**config.mk**
```make
export PLATFORM = sky130hd
export DESIGN_NAME = icache_fill_arb
export DESIGN_NICKNAME = d
export VERILOG_FILES = /design/src/rtl/fetch_pkg.sv /design/src/rtl/fill_rr_pick.sv /design/src/rtl/icache_fill_arb.sv
export SDC_FILE = /design/constraint.sdc
export NUM_CORES = 1
export LEC_CHECK = 0
export BUFFER_PORTS_ARGS = -buffer_cell sky130_fd_sc_hd__buf_2
export CORE_MARGIN = 3
export CORE_UTILIZATION = 50
export CTS_CLUSTER_SIZE = 14
export DETAILED_ROUTE_END_ITERATION = 10
export PLACE_DENSITY = 0.85
export SLEW_MARGIN = 30
export SYNTH_ARGS = -nofsm -noshare
export SYNTH_HDL_FRONTEND = slang
export SYNTH_SLANG_ARGS = --single-unit
export TNS_END_PERCENT = 30
```
**constraint.sdc**
```tcl
create_clock -name clk -period 4 [get_ports clk]
set_input_delay 1.2 -clock clk [delete_from_list [all_inputs] [get_ports clk]]
set_output_delay 1.2 -clock clk [all_outputs]
set_load 0.02 [all_outputs]
```
**src/rtl/fetch_pkg.sv**
```systemverilog
// fetch_pkg: shared fetch-side types and constants for the I$ fill path
package fetch_pkg;
  localparam int LINE_W = 28;
  localparam logic [3:0] MEM_DEST_DEF = 4'd10;
  typedef enum logic [2:0] {S_IDLE, S_REQ, S_SEND, S_WAIT, S_DONE} fill_state_t;
endpackage

```
**src/rtl/fill_rr_pick.sv**
```systemverilog
// fill_rr_pick: two-way round-robin pick; a lone request always wins, a tie goes to the bank not last served
module fill_rr_pick (
  input  logic req_e,
  input  logic req_o,
  input  logic last_odd,
  output logic grant_odd,
  output logic valid
);
  assign valid = req_e | req_o;
  assign grant_odd = req_o & (~req_e | ~last_odd);
endmodule

```
**src/rtl/icache_fill_arb.sv**
```systemverilog
// icache_fill_arb: arbitrates even/odd I$ miss fills onto the serializer bus; ICACHE_FILL_TIMEOUT_EN adds a fill watchdog
module icache_fill_arb
  import fetch_pkg::*;
#(
  parameter logic [3:0] MEM_DEST = MEM_DEST_DEF,
  parameter logic [7:0] TIMEOUT_CYC = 8'd255
) (
  input  logic clk,
  input  logic reset,
  input  logic miss_e,
  input  logic miss_o,
  input  logic [LINE_W-1:0] addr_e,
  input  logic [LINE_W-1:0] addr_o,
  input  logic resteer,
  input  logic ser_grant,
  input  logic ser_ack,
  input  logic des_receiver,
  output logic ser_req,
  output logic ser_release,
  output logic [3:0] ser_dest,
  output logic [31:0] ser_addr,
  output logic des_free,
  output logic fill_done_e,
  output logic fill_done_o,
  output logic fill_sel_odd,
  output logic busy,
  output logic fill_err
);
  fill_state_t state, state_n;
  logic [LINE_W-1:0] addr_q;
  logic owner, last_odd, pick_odd, pick_valid, timeout, on_bus;

  fill_rr_pick u_pick (
    .req_e(miss_e),
    .req_o(miss_o),
    .last_odd(last_odd),
    .grant_odd(pick_odd),
    .valid(pick_valid)
  );

`ifdef ICACHE_FILL_TIMEOUT_EN
  logic [7:0] cnt;
  logic active;
  assign active = state == S_REQ || state == S_SEND || state == S_WAIT;
  assign timeout = active && cnt == TIMEOUT_CYC;
  // watchdog counts cycles spent in one waiting state, restarting on every transition
  always_ff @(posedge clk) begin
    if (reset) cnt <= '0;
    else cnt <= (state_n != state || !active) ? 8'd0 : cnt + 8'd1;
  end
`else
  assign timeout = 1'b0 & (TIMEOUT_CYC == 8'd0);
`endif

  // next-state logic; a watchdog expiry overrides every handshake
  always_comb begin
    state_n = state;
    case (state)
      S_IDLE: state_n = (pick_valid && !resteer) ? S_REQ : S_IDLE;
      S_REQ:  state_n = timeout ? S_IDLE : ser_grant ? S_SEND : resteer ? S_IDLE : S_REQ;
      S_SEND: state_n = timeout ? S_IDLE : ser_ack ? S_WAIT : S_SEND;
      S_WAIT: state_n = timeout ? S_IDLE : des_receiver ? S_DONE : S_WAIT;
      default: state_n = S_IDLE;
    endcase
  end

  // state register
  always_ff @(posedge clk) begin
    if (reset) state <= S_IDLE;
    else state <= state_n;
  end

  // latch the winner when a fill starts; the round-robin flag only moves when a fill really completes
  always_ff @(posedge clk) begin
    if (reset) begin
      addr_q <= '0;
      owner <= 1'b0;
      last_odd <= 1'b1;
    end else begin
      if (state == S_IDLE && state_n == S_REQ) begin
        addr_q <= pick_odd ? addr_o : addr_e;
        owner <= pick_odd;
      end
      if (state == S_WAIT && state_n == S_DONE) last_odd <= owner;
    end
  end

  assign on_bus = !reset && (state == S_REQ || state == S_SEND);
  assign ser_req = on_bus;
  assign ser_dest = on_bus ? MEM_DEST : 4'd0;
  assign ser_addr = on_bus ? {addr_q, 4'b0} : 32'd0;
  assign ser_release = !reset && ((state == S_SEND && ser_ack) || (timeout && (state == S_SEND || state == S_WAIT)));
  assign des_free = !reset && state == S_DONE;
  assign fill_done_e = des_free && !owner;
  assign fill_done_o = des_free && owner;
  assign fill_sel_odd = !reset && owner;
  assign busy = !reset && state != S_IDLE;
  assign fill_err = !reset && timeout;
endmodule
```
* Yosys cells after proc, flatten, opt, wreduce, memory -nomap -nowiden
Index checks and enable logic that the tools add are counted.
** Word-level totals
- Bits in read-only memories :: 0
- Memories kept :: 0
- Memory bits (writable) :: 0
- Output and inout bits :: 44
- Bits in registers :: 33
- Input bits :: 64
- Latch bits :: 0
** Cells by class
- Bitwise logic cells :: 5
- Shift-type cells :: 0
- Add/sub/neg operators :: 0
- Reductions and logical operators :: 17
- Divide/modulo/power cells :: 0
- Multiply operators :: 0
- Equality and inequality tests :: 6
- Mux-type cells :: 9
- Magnitude comparators :: 0
** Operators by type and width (number)
- 32-bit two-way mux :: 1
- 28-bit two-way mux :: 1
- 3-bit case mux with 4 select lines :: 1
- 1-bit logical AND :: 11
- 3-bit by 1-bit == test with 1-bit output, second input constant :: 2
- 3-bit by 2-bit == test with 1-bit output, second input constant :: 2
- 3-bit == test, second input constant :: 2
- 4-bit two-way mux :: 1
- 1-bit zero test :: 3
- 3-bit zero test :: 1
- 1-bit two-way mux :: 3
- 3-bit two-way mux :: 1
- 3-bit nonzero test :: 1
- 2-bit two-way mux :: 1
- 1-bit NOT :: 2
- 1-bit bitwise OR :: 2
- 1-bit bitwise AND :: 1
- 1-bit logical OR :: 1

* Logic depth before layout (Yosys ltp)
Gate-level depths: netlist of the first run.
- Depth after elaboration :: 6
- Mapped depth :: 5
- Mapped depth without buffers :: 3

* Hierarchy
Synthesis of the first run repeated with hierarchy kept, for this count alone.
** Second synthesis, totals
- Cells, all modules :: 209
- Area, all modules :: 1993.2 sq um
** By module, submodules not included
- icache_fill_arb :: seq. area each 660.6 sq um, instances 1, area an instance 1979.4 sq um, cells an instance 207
- fill_rr_pick :: seq. area each 0.0 sq um, instances 1, area an instance 13.8 sq um, cells an instance 2

* Least setup slack after synthesis of the first run
OpenSTA, ideal clock, no wires.
- Path type :: input port to output port
- Start point :: input port reset
- End point :: output port fill_done_e
- Required time :: 2.800 ns
- Buffers on the path :: 1
- Cell stages on the path :: 3
- Setup slack :: 0.241 ns
- Arrival time :: 2.559 ns
- Path through :: clkbuf_1 nor4b_1 and2_1
** On the way
- Word-level cells in the longest chain between the ends :: 3
** RTL lines
- start: declaration :: RTL line icache_fill_arb.sv:9 : input logic reset,
- 1-bit zero test
- 1-bit logical AND :: RTL line icache_fill_arb.sv:93 : assign des_free = !reset && state == S_DONE;
- via des_free :: RTL line icache_fill_arb.sv:22 : output logic des_free,
- 1-bit logical AND :: RTL line icache_fill_arb.sv:94 : assign fill_done_e = des_free && !owner;
- end: declaration :: RTL line icache_fill_arb.sv:23 : output logic fill_done_e,
The timed path passes the listed nets, and every way through them passes these cells.

* Final worst setup path of the first run
- Start point :: input port reset
- End point :: output port fill_done_e
** On the way
- Word-level cells in the longest chain between the ends :: 3
** RTL lines (RTL line)
- 1-bit zero test
- 1-bit logical AND :: icache_fill_arb.sv:93
- 1-bit logical AND :: icache_fill_arb.sv:94
Every way passes these cells.

==> results of run 1 <==
registers in the layout, indices dropped and copies added, names as in the netlist:
signal,flops
state,3
last_odd,1
addr_q,28
owner,1
cells by family (layout without fill, tap and decap cells):
family / Yosys count / count (layout) / share of synthesized area (%)
and+or+nand+nor: 135 / 135 / 30.3
AOI/OAI and AO/OA: 65 / 65 / 31.6
buffers and inverters: 37 / 115 / 9.52
DFF: 33 / 33 / 28.1
other: 1 / 7 / 0.159
xor gates and xnor gates: 1 / 1 / 0.372
cell usage in the layout (no fill, tap or decap), drive strengths merged, types with 3 or more instances in the layout:
cell    count
buf       107
nor2       33
dfxtp      33
and2       30
nand2      30
a211oi     29
nand2b     28
o221ai     28
conb        7
clkbuf      7
o21ai       3
nor2b       3
nor3        3
routing by layer:
layer,routed length [µm],vias to the layer above
met1,2410,1014
met2,2980,82
met3,317,5
met5,0,-
li1,-,1110
met4,62,0
where the power goes:
part / switching (mW) / internal, mW
registers: 0.0190 / 0.352
logic: 0.119 / 0.0902
clock network: 0.109 / 0.136
total: 0.247 / 0.578
worst paths after layout:
path                                 from     endpoint  slack (ns)
worst max-delay path                reset  fill_done_e        0.69
worst min-delay path            addr_q[3]    addr_q[3]        0.48
worst max register to register   last_odd   addr_q[25]        2.34
worst min register to register  addr_q[3]    addr_q[3]        0.48
through the flow:
stage | utilization, % | std cells | hold WS (ns)
6_report | 64.6 | 408 | 0.477
3_5_place_dp | 62.7 | 401 | 0.465
4_1_cts | 64.6 | 408 | 0.474
2_1_floorplan | - | 278 | 0.449
3_3_place_gp | 62.7 | 401 | 0.459
5_1_grt | 64.6 | 408 | 0.502
layout make-up:
cell class / instances / area (µm²) / area share [%]
Tap cell: 52 / 65.1 / 2.27
Sequential cell: 33 / 661 / 23.0
Timing Repair Buffer: 107 / 553 / 19.3
Clock buffer: 7 / 86.3 / 3.01
Inverter: 1 / 3.75 / 0.131
Multi-Input combinational cell: 208 / 1500 / 52.3
worst max-delay path, stage by stage:
cell	delay [ns]
sky130_fd_sc_hd__buf_2	0.13
sky130_fd_sc_hd__nor4b_1	0.42
sky130_fd_sc_hd__and2_1	0.20
sky130_fd_sc_hd__buf_2	0.16
==> results, run 1 <==
- No sink is reached through more buffers than the 2 on the longest clock path.
- The placed instances occupy a cell area of between 0.002 and 0.003 mm².
- The worst clock skew is between 0.003 and 0.004 ns.
- For this run, the top clock speed supported by timing is 302 MHz.
- The starting utilization of the core area is about 53%.
- The path class of the tightest hold or removal check is flop to flop.
- The worst setup path is of the input port to output pin kind.
- The remaining global-route overflow is 0.
- Counting instances, the worst hold path has a depth of 2.
- Detailed placement finished with a half-perimeter wire length of 4210 µm.
- The maximum level of the CTS H-tree is 2.
- The combined global-route utilization of all metal layers is between 20 and 25%.
- The net total in the final layout is 420.
- During placement, the flow inserted port buffers numbering 100.
- The sink count of the clock tree is 33.
- For this block, the via count after detailed routing is 2,211.
- For the pin with the worst max-slew slack, the measured transition is 0.835 ns.
- Among all flip-flop cells after synthesis, the most frequent one is sky130_fd_sc_hd__dfxtp_1.
- The first global-routing pass estimated 8760 µm of wire.
- The synthesized design spends more area on one cell type than any other, namely sky130_fd_sc_hd__dfxtp_1.
- In this run the most used layer during global routing was met2.
- The Yosys step of the flow raised 0 warnings.
- Counting every instance in the synthesized netlist gives approximately 270.
- The count of unique library cells instantiated by Yosys is 33.
- The total CTS buffers is 5.
- Measured along the x axis, the die boundary spans 74.6 µm.
- After clock tree synthesis, the clock-pin slew on the worst setup and hold paths is 0.06 ns.
- The time the worst path needs with I/O delays and setup is 3.31 ns.
- The global-route track usage on met2 is 37.7%.
- Clock latency on the worst-skew pair, taken at its later pin, is 0.27 ns.
- The path depth of the worst reg2reg path is 3.
- After clock tree synthesis, the setup repair step added 0 buffers.
- Relative to the synthesized area, the layout overhead comes to 22.1%.
- The synthesized flop and latch total is 33.
- In this run the worst path has a maximum fanout of 4.
- Setup repair after global routing left no endpoint under its margin.
- The commonest cells after synthesis are 33 x sky130_fd_sc_hd__dfxtp_1, 33 x sky130_fd_sc_hd__nor2_1, 30 x sky130_fd_sc_hd__and2_1, 30 x sky130_fd_sc_hd__nand2_1, 28 x sky130_fd_sc_hd__nand2b_1.
- The worst supply voltage drop on vdd is 0.000211 V.
- The die covers 0.00556 mm².
- The routability congestion estimate from global placement is 0.707.
- The max-slew violation count was 0.
- The met3 routing resource usage after global routing is between 2 and 3%.
- Dividing the synthesized area by the synthesized cell count gives 8.65 µm².
- The clock tree root buffer cell is sky130_fd_sc_hd__clkbuf_8.
- The critical path endpoint category is an output pin.
- The met1 layer usage reported by global route is 24.0%.
- The sequential fraction of the synthesis area is 28.1%.
- The number of endpoints failing setup at the final stage is 0.
- In this run the cell area of the synthesized design comes to 0.00235 mm².
- The area share of the largest cell type after synthesis is 28.1%.
- The async set-reset flop share out of synthesis is 0%.
- For the worst setup path, the data arrival time is 2.11 ns.
- The area of the placeable core is 0.00444 mm².
- The number of primary I/O pins is 108.
- The worst-case setup slack after placement is 0.698 ns.
- The post-detailed-route DRC marker count is 0.
- The total power divided by cell area is 287 mW/mm².
- The relative max-transition margin is between 40% and 50%.
- The post-route netlist has roughly 45% of its cells at a drive strength greater than 1.
- The TritonCTS clock tree is yes.
- Summed over all cells, the static leakage comes to around 1.2 nW.
- The number of failing hold endpoints at the final stage is 0.
- The number of synthesized flops with an enable pin is 0.
- Counting the fill cells in the layout gives 390.
- After detailed routing, the number of vias per cell comes to 5.42.
- Entering global routing, the biggest net connects 32 pins.
- By area the synthesized netlist is led by sky130_fd_sc_hd__dfxtp_1 28%, sky130_fd_sc_hd__o221ai_2 13%, sky130_fd_sc_hd__a211oi_2 11%, sky130_fd_sc_hd__and2_1 8.0%, sky130_fd_sc_hd__nand2b_1 7.4%.
- The power after layout is 0.825 mW.
- The flow ran to the end, and the final reports show no timing, DRC or antenna violations.
- The data required time at the worst endpoint is around 2.8 ns.
- The final antenna diode count is 0.
- The tool flagged a number of max-cap violations equal to 0.
- For this design, the CTS-stage hold fixing added 0 buffers.
- The final critical-path share of the clock period is 82.8%.
- The post-detailed-routing wire length is 5760 µm.
- The number of global-route vias before repair is 1,954.
- The first-pass detailed-route iteration total is 4.
- The final worst setup slack is 0.689 ns.
- In this run the remaining antenna-violating nets after routing total 0.
- The die extent in y is around 75 µm.
- After routing, the total negative slack on setup checks comes to 0 ns.
- The number of placement rows is 24.
- STA classifies the critical path startpoint as an input port.
- The detailed router finished its first iteration with 72 violations.
- The cell area after layout is 0.00287 mm².
- Dividing the detail-routed wire length by the instance count gives 14.1 µm.
- The number of gates given a new drive strength after cts is 0.
- The initial antenna violation count is 0.
Power figures use the tool's default switching activity.
==> run 2, diff against run 1 <==
--- a/config.mk
+++ b/config.mk
@@ -5,12 +5,13 @@
 export SDC_FILE = /design/constraint.sdc
 export NUM_CORES = 1
 export LEC_CHECK = 0
+export ABC_AREA = 1
 export BUFFER_PORTS_ARGS = -buffer_cell sky130_fd_sc_hd__buf_2
 export CORE_MARGIN = 3
-export CORE_UTILIZATION = 50
+export CORE_UTILIZATION = 45
 export CTS_CLUSTER_SIZE = 14
 export DETAILED_ROUTE_END_ITERATION = 10
-export PLACE_DENSITY = 0.85
+export PLACE_DENSITY = 0.8
 export SLEW_MARGIN = 30
 export SYNTH_ARGS = -nofsm -noshare
 export SYNTH_HDL_FRONTEND = slang
==> constraint.sdc (replaced) <==
create_clock -name clk -period 3.44 [get_ports clk]
set_input_delay 1.032 -clock clk [delete_from_list [all_inputs] [get_ports clk]]
set_output_delay 1.032 -clock clk [all_outputs]
set_load 0.02 [all_outputs]
==> run 2 against run 1 <==
Net effect: critical path depth up 2; count of clock-buffer cells in the layout grew 1; global-route usage shrank 2.2 points; critical endpoint is now ser_req; largest cell class unchanged; highest routed layer unchanged.
==> results, run 2 <==
- The mean instance size in the synthesized netlist is 5.63 µm² (-35%).
- Compared with the post-synthesis result, the final layout area differs by 24.8%.
- The wire length of the first global-routing pass is 7920 µm (-9.6%).
- The TritonCTS clock tree is yes.
- The number of synthesized flops with an enable pin is 0 (unchanged).
- Among all flip-flop cells after synthesis, the most frequent one is sky130_fd_sc_hd__dfxtp_1.
- The async set-reset flop share out of synthesis is 0% (unchanged).
- Setup repair after global routing left no endpoint under its margin.
- The sequential fraction of the synthesis area is 31.9% (+3.8 points).
- The share of post-route cells with drive strength above 1 was 25.4% (-19 points).
- The worst register-to-register path begins at last_odd.
- The placed wire-length estimate was 3700 µm (-12%).
- The count of input and output buffers was 100 (unchanged).
- The data arrival at the endpoint of the critical path came to 1.95 ns (-0.16 ns).
- The via count is 2,305 (+4.3%).
- The routed length on met2 was 2390 µm (-20%).
- The uppermost layer routed is met4.
- The final critical path takes up 86.6% of the cycle.
- sky130_fd_sc_hd__nand2_1 is the most common cell in the netlist.
- The horizontal die dimension is 73.9 µm (-0.96%).
- The data required time at the worst endpoint is 2.41 ns (-0.39 ns).
- STA classifies the critical path endpoint as an output pin.
- The relative max-transition margin is 62.1% (+18 points).
- The setup TNS after final layout is 0 ns (unchanged).
- The area of the placeable core was 0.00441 mm² (-0.68%).
- The library cells used most frequently in the layout, excluding fill and tap cells, are 123 x sky130_fd_sc_hd__nand2_1, 100 x sky130_fd_sc_hd__buf_2, 94 x sky130_fd_sc_hd__nor2_1.
- The post-detailed-route DRC marker count is 0 (unchanged).
- The final antenna diode count was 0 (unchanged).
- The largest registers in the layout are addr_q (28), state (3).
- The path depth of the worst reg2reg path was 7 (+4).
- The total number of yosys warnings came to 0 (unchanged).
- The max-slew violation count is 0 (unchanged).
- The number of fill cells in the layout was 443 (+14%).
- The remaining global-route overflow was 0 (unchanged).
- The post-synth design cell area is 0.00207 mm² (-12%).
- The starting utilization of the core area was 47.0% (-6.0 points).
- The clock-pin transition on the worst setup and hold timing paths was 0.07 ns (about the same).
- The number of maximum-capacitance constraint violations is 0 (unchanged).
- The setup path with the least slack is of type input port to output pin.
- Timing would allow up to around 340 MHz.
- The synthesized flop and latch total came to 33 (unchanged).
- The wire length on met3 is 390 µm (+23%).
- The synthesized instance count is 368 (+35%).
- The share of total power in sequential cells is 44.8% (about the same).
- By area the synthesized netlist is led by sky130_fd_sc_hd__dfxtp_1 32%, sky130_fd_sc_hd__nand2_1 22%, sky130_fd_sc_hd__nor2_1 17%, sky130_fd_sc_hd__nand3_1 7.7%, sky130_fd_sc_hd__inv_1 7.2%.
- The number of design-rule violations left by the first detailed-router iteration is 70 (-2.8%).
- The switching power summed over all nets is 0.301 mW (+22%).
- The number of global-route vias before repair is 1,904 (-2.6%).
- The post-cts hold buffer count is 0 (unchanged).
- The number of placement rows is 24 (unchanged).
- The area share of the largest cell type after synthesis came to 31.9% (+3.8 points).
- The clock tree root buffer cell is sky130_fd_sc_hd__clkbuf_8.
- The critical path launch point type is an input port.
- The library cell used most frequently in the layout, excluding fill and tap cells, is sky130_fd_sc_hd__nand2_1.
- The internal power of the cells was 0.654 mW (+13%).
- The count of unique library cells instantiated by Yosys came to 19 (-42%).
- By count the netlist is led by 123 x sky130_fd_sc_hd__nand2_1, 94 x sky130_fd_sc_hd__nor2_1, 40 x sky130_fd_sc_hd__inv_1.
- The post-layout instance count excluding filler cells came to 509 (+25%).
- The number of gates given a new drive strength after cts is 0 (unchanged).
- The clock insertion delay at the later pin of the skew report came to 0.27 ns (about the same).
- The flow ran to the end, and the final reports show no timing, DRC or antenna violations.
- The full die area came to 0.00546 mm² (-1.9%).
- The slew at the pin closest to its max-slew limit was 0.568 ns (-0.267 ns).
- The reported leakage power is 1.62 nW (+31%).
- More flip-flops sit in one register than any other, and that register is addr_q.
- The number of failing hold endpoints at the final stage is 0 (unchanged).
- The number of placed cells counting well taps is 501 (+25%).
- The count of buffers added by post-CTS timing repair for setup is 0 (unchanged).
- The worst hold path cell count came to 2 (unchanged).
- The initial antenna violation count is 0 (unchanged).
- The part of the power in the clock network came to 28.4% (-1.3 points).
- The total power divided by cell area is 369 mW/mm² (+29%).
- The net total in the final layout is 520 (+24%).
- The total area of sequential cells came to 661 µm² (unchanged).
- The total routed wire length on the met1 layer is 2360 µm (-2.0%).
- In this run the most critical hold path is launched from last_odd.
- The highest fanout seen on the critical path was 29 (+25).
- The largest area contributor in the synthesized netlist is sky130_fd_sc_hd__dfxtp_1.
- The die extent in y is 73.9 µm (-0.96%).
- The average wire per cell in the routed design is 10.1 µm (-28%).
- The total CTS buffers is 5 (unchanged).
- The post-detailed-routing wire length was 5150 µm (-11%).
- The combined global-route utilization of all metal layers came to 18.1% (-2.2 points).
- The worst supply voltage drop on vdd is 0.000209 V (-1.0%).
- The number of endpoints failing setup at the final stage is 0 (unchanged).
- The first-pass detailed-route iteration total is 4 (unchanged).
- The endpoint of the most critical register-to-register path is addr_q[6].
- The routability congestion estimate from global placement is 0.896 (+27%).
- The maximum number of pins on one net before global-route repair is 33 (+3.1%).
- The buffer levels on the longest clock path is 2 (unchanged).
- The time the worst path needs with I/O delays and setup is a little under 3 ns.
- The sink count of the clock tree was 33 (unchanged).
- The switching fraction of total power came to 31.5% (+1.6 points).
- The number of primary I/O pins is 108 (unchanged).
- The worst hold path belongs to the class flop to flop.
- The worst hold path terminates at last_odd.
- The proportion of power drawn by combinational gates came to 26.8% (+1.4 points).
- The post-detailed-route via-to-cell ratio was 4.53 (-16%).
- The combined area of the multi-input logic cells was 0.00108 mm² (-28%).
- The final antenna-violating net count is 0 (unchanged).
- The register-to-register path setup slack was 2.01 ns (-0.33 ns).
- The worst clock skew is 0.00435 ns (+0.000725 ns).
- The maximum level of the CTS H-tree was 2 (unchanged).
- The number of flip-flops in the largest register is 28 (unchanged).
## run 2: cell count changes after synthesis, moves of 3 or more
cell                       previous run  this run
sky130_fd_sc_hd__o221ai_1             8         0
sky130_fd_sc_hd__nand2_1             30       123
sky130_fd_sc_hd__a211oi_1             9         0
sky130_fd_sc_hd__buf_2                5        12
sky130_fd_sc_hd__nand4_1              0         3
sky130_fd_sc_hd__nor2b_1              3         0
sky130_fd_sc_hd__clkbuf_1            15         5
sky130_fd_sc_hd__nand2b_1            28         0
sky130_fd_sc_hd__inv_1                1        40
sky130_fd_sc_hd__and2_1              30         0
sky130_fd_sc_hd__nand3_1              0        32
sky130_fd_sc_hd__o221ai_2            20         0
sky130_fd_sc_hd__a211oi_2            20         0
sky130_fd_sc_hd__nor2_1              33        94
## run 2: metal layers
layer | vias to the layer above | global-route usage (%)
met5 | - | 0
met4 | 0 | 5.03
met3 | 2 | 4.10
met2 | 76 | 32.1
met1 | 978 | 21.8
li1 | 1249 | -
## run 2: worst max-delay path by stage
stage / from / endpoint / slack (ns)
final: reset / ser_req / 0.46
after CTS: reset / ser_req / 0.46
after global placement: reset / ser_req / 0.48
after global routing: reset / ser_req / 0.36
after floorplan: reset / fill_done_e / 0.23
after detailed placement: reset / ser_req / 0.46
## run 2: power groups by stage
stage / Clock, mW / Combinational [mW] / Sequential (mW)
5_1_grt: 0.299 / 0.294 / 0.432
3_5_place_dp: 0 / 0.256 / 0.437
3_3_place_gp: 0 / 0.251 / 0.436
6_report: 0.271 / 0.256 / 0.428
2_1_floorplan: 0 / 0.200 / 0.434
4_1_cts: 0.284 / 0.258 / 0.428
## run 2: logic make-up after synthesis
family | count (synthesis) | synth area share, %
DFF | 33 | 31.9
buffers and inverters | 73 | 17.2
other | 1 | 0.181
and+or+nand+nor | 256 | 49.5
AOI/OAI and AO/OA | 5 | 1.27
## run 2: worst max-delay path, stage by stage
cell and delay, ns:
sky130_fd_sc_hd__buf_2 0.16, sky130_fd_sc_hd__inv_1 0.07, sky130_fd_sc_hd__nand2_1 0.06, sky130_fd_sc_hd__buf_4 0.29, sky130_fd_sc_hd__inv_1 0.14, sky130_fd_sc_hd__buf_2 0.19
## run 2: cell type report
| class | instances | area share (%) |
|---|---|---|
| Clock buffer | 8 | 3.09 |
| Inverter | 42 | 6.09 |
| Multi-Input combinational cell | 268 | 41.7 |
| Sequential cell | 33 | 25.5 |
| Tap cell | 52 | 2.51 |
| Timing Repair Buffer | 106 | 21.1 |
## run 2: metrics by stage
stage	total power, mW	hold WS (ns)	area [µm²]	setup WS (ns)	utilization (%)
6_report	0.956	0.479	2590	0.461	58.6
4_1_cts	0.970	0.483	2590	0.459	58.6
3_5_place_dp	0.693	0.467	2510	0.459	56.8
2_1_floorplan	0.634	0.442	2100	0.230	-
3_3_place_gp	0.687	0.465	2510	0.481	56.8
5_1_grt	1.02	0.528	2590	0.360	58.6
==> run 3, diff against run 2 <==
--- a/config.mk
+++ b/config.mk
@@ -5,10 +5,9 @@
 export SDC_FILE = /design/constraint.sdc
 export NUM_CORES = 1
 export LEC_CHECK = 0
-export ABC_AREA = 1
 export BUFFER_PORTS_ARGS = -buffer_cell sky130_fd_sc_hd__buf_2
 export CORE_MARGIN = 3
-export CORE_UTILIZATION = 45
+export CORE_UTILIZATION = 47
 export CTS_CLUSTER_SIZE = 14
 export DETAILED_ROUTE_END_ITERATION = 10
 export PLACE_DENSITY = 0.8
==> run 3 against run 2 <==
Net effect: fmax down 5.3%; sequential share of layout area down 2.6 points; non-clock buffer count up 1; critical endpoint is now ser_addr[29]; final area up 11%; count of clock-buffer cells in the layout unchanged.
==> results, run 3 (synthesis results as in run 1) <==
- The worst clock skew came to 0.00334 ns (-0.00100 ns).
- The area growth from synthesis to layout is 22.6%.
- The horizontal die dimension is 76.7 µm (+3.9%).
- The maximum achievable frequency came to 318 MHz (-5.3%).
- The full die area came to 0.00589 mm² (+7.9%).
- The total power divided by cell area was 328 mW/mm² (-11%).
- The post-detailed-route via-to-cell ratio is 5.23 (+15%).
- The number of maximum-capacitance constraint violations was 0 (unchanged).
- The share of total power in sequential cells is 45.6% (+0.8 points).
- The top cell types in the final layout, fill and taps aside, are 100 x sky130_fd_sc_hd__buf_2, 33 x sky130_fd_sc_hd__nor2_1, 33 x sky130_fd_sc_hd__dfxtp_1.
- The number of flip-flops in the largest register is 28 (unchanged).
- The count of buffers added by post-CTS timing repair for setup is 0 (unchanged).
- The slew at the pin closest to its max-slew limit was 0.828 ns (+0.260 ns).
- The total CTS buffers is 5 (unchanged).
- The combined global-route utilization of all metal layers is 20.7% (+2.6 points).
- The final antenna-violating net count is 0 (unchanged).
- The switching power summed over all nets was 0.290 mW (-3.9%).
- The number of endpoints failing setup at the final stage is 0 (unchanged).
- The maximum level of the CTS H-tree was 2 (unchanged).
- The final worst setup slack came to 0.295 ns (-0.166 ns).
- The highest fanout seen on the critical path is 16 (-45%).
- The final antenna diode count is 0 (unchanged).
- The relative max-transition margin is 44.8% (-17 points).
- The post-cts hold buffer count is 0 (unchanged).
- The share of post-route cells with drive strength above 1 was 44.3% (+19 points).
- The TritonCTS clock tree is yes.
- The maximum number of pins on one net before global-route repair is 31 (-6.1%).
- Setup repair after global routing left no endpoint under its margin.
- The reported leakage power is 1.24 nW (-24%).
- The time the worst path needs with I/O delays and setup is 3.15 ns (+0.166 ns).
- The placed wire-length estimate is 4360 µm (+18%).
- The proportion of power drawn by combinational gates is 25.7% (-1.1 points).
- The worst setup path is launched from an input port.
- The switching fraction of total power came to 30.6% (-0.94 points).
- The flow ran to the end, and the final reports show no timing, DRC or antenna violations.
- The number of global-route vias before repair is 2,139 (+12%).
- The remaining global-route overflow is 0 (unchanged).
- The part of the power in the clock network is 28.7% (+0.3 points).
- The initial antenna violation count is 0 (unchanged).
- The number of primary I/O pins is 108 (unchanged).
- The class of the tightest hold or removal check is flop to flop.
- The worst setup path category is input port to output pin.
- The clock tree root buffer cell is sky130_fd_sc_hd__clkbuf_8.
- The number of failing hold endpoints at the final stage is 0 (unchanged).
- The post-detailed-routing wire length was 5990 µm (+16%).
- The worst-case setup slack after placement is 0.292 ns (-0.167 ns).
- The average wire per cell in the routed design is 14.1 µm (+40%).
- The clock insertion delay at the later pin of the skew report was 0.27 ns (about the same).
- The final critical-path share of the clock period is 91.4% (+4.8 points).
- The number of design-rule violations left by the first detailed-router iteration is 85 (+21%).
- The most common cell after layout, fill and taps aside is sky130_fd_sc_hd__buf_2.
- The internal power of the cells is 0.657 mW (+0.44%).
- The register name with the most flops is addr_q.
- STA classifies the critical path endpoint as an output pin.
- The starting utilization of the core area is 49.2% (+2.2 points).
- The wire length of the first global-routing pass is 10,200 µm (+28%).
- The sink count of the clock tree is 33 (unchanged).
- The data required time at the worst endpoint is 2.41 ns (about the same).
- The setup TNS after final layout is 0 ns (unchanged).
- The count of input and output buffers came to 100 (unchanged).
- The post-detailed-route DRC marker count came to 0 (unchanged).
- The clock-pin transition on the worst setup and hold timing paths is 0.07 ns (about the same).
- The buffer levels on the longest clock path is 2 (unchanged).
- The largest registers in the layout are addr_q (28), state (3).
- The net total in the final layout was 420 (-19%).
- The number of gates given a new drive strength after cts is 0 (unchanged).
- The area of the placeable core was 0.00479 mm² (+8.4%).
- The via count is 2,216 (-3.9%).
- The number of placement rows came to 25 (+4.2%).
- The routability congestion estimate from global placement was 0.748 (-17%).
- The die extent in y was 76.7 µm (+3.9%).
- The max-slew violation count is 0 (unchanged).
- The number of fill cells in the layout came to 435 (-1.8%).
- The data arrival at the endpoint of the critical path is 2.11 ns (+0.16 ns).
- The first-pass detailed-route iteration total was 4 (unchanged).
- The worst supply voltage drop on vdd is 0.000232 V (+11%).
==> run 3: cell count changes in the layout (fill, tap and decap cells not counted), sizes merged, moves of 29 or more <==
cell | before | now
nor2 | 95 | 33
nand3 | 33 | 0
nand2 | 124 | 30
inv | 42 | 1
a211oi | 0 | 29
and2 | 0 | 30
==> run 3: layout make-up <==
cell class / instances / area, µm² / area share [%]
well taps: 67 / 83.8 / 2.91
multi-input cells: 208 / 1500 / 52.1
inverters: 1 / 3.75 / 0.130
flip-flops and latches: 33 / 661 / 22.9
clock buffers: 8 / 80.1 / 2.78
repair buffers: 107 / 553 / 19.2
==> run 3: critical path, cell delays in order <==
cell and delay (ns):
sky130_fd_sc_hd__buf_2 0.18, sky130_fd_sc_hd__nor3_2 0.31, sky130_fd_sc_hd__buf_4 0.25, sky130_fd_sc_hd__and2_1 0.16, sky130_fd_sc_hd__buf_2 0.17
==> run 3: path summary, 6_finish.rpt <==
path                                     end  slack [ns]  startpoint  cells after the start
worst max-delay path            ser_addr[29]        0.29       reset                      5
worst min-delay path              addr_q[25]        0.48  addr_q[25]                      2
worst max register to register         owner        1.77    state[0]                      3
worst min register to register    addr_q[25]        0.48  addr_q[25]                      2
==> run 3: layer usage <==
metal,track usage (%),wire (µm),vias to the layer above
met5,0,0,-
met4,4.17,36,0
met3,4.58,337,2
met2,37.4,3100,75
met1,25.1,2520,1029
li1,-,-,1110
==> run 3: power by group through the flow <==
stage	Sequential [mW]	Clock, mW	Combinational (mW)
global route	0.436	0.300	0.269
finish	0.432	0.272	0.244
detailed placement	0.440	0	0.246
CTS	0.432	0.276	0.246
floorplan	0.430	0	0.187
global placement	0.438	0	0.238
==> run 3: through the flow <==
stage	instances	hold slack (ns)	area (µm²)	utilization [%]	power, mW
global placement	416	0.458	2800	58.6	0.676
detailed placement	416	0.466	2800	58.6	0.685
CTS	424	0.478	2880	60.3	0.954
global route	424	0.500	2880	60.3	1.00
floorplan	278	0.449	2370	-	0.617
finish	424	0.476	2880	60.3	0.947
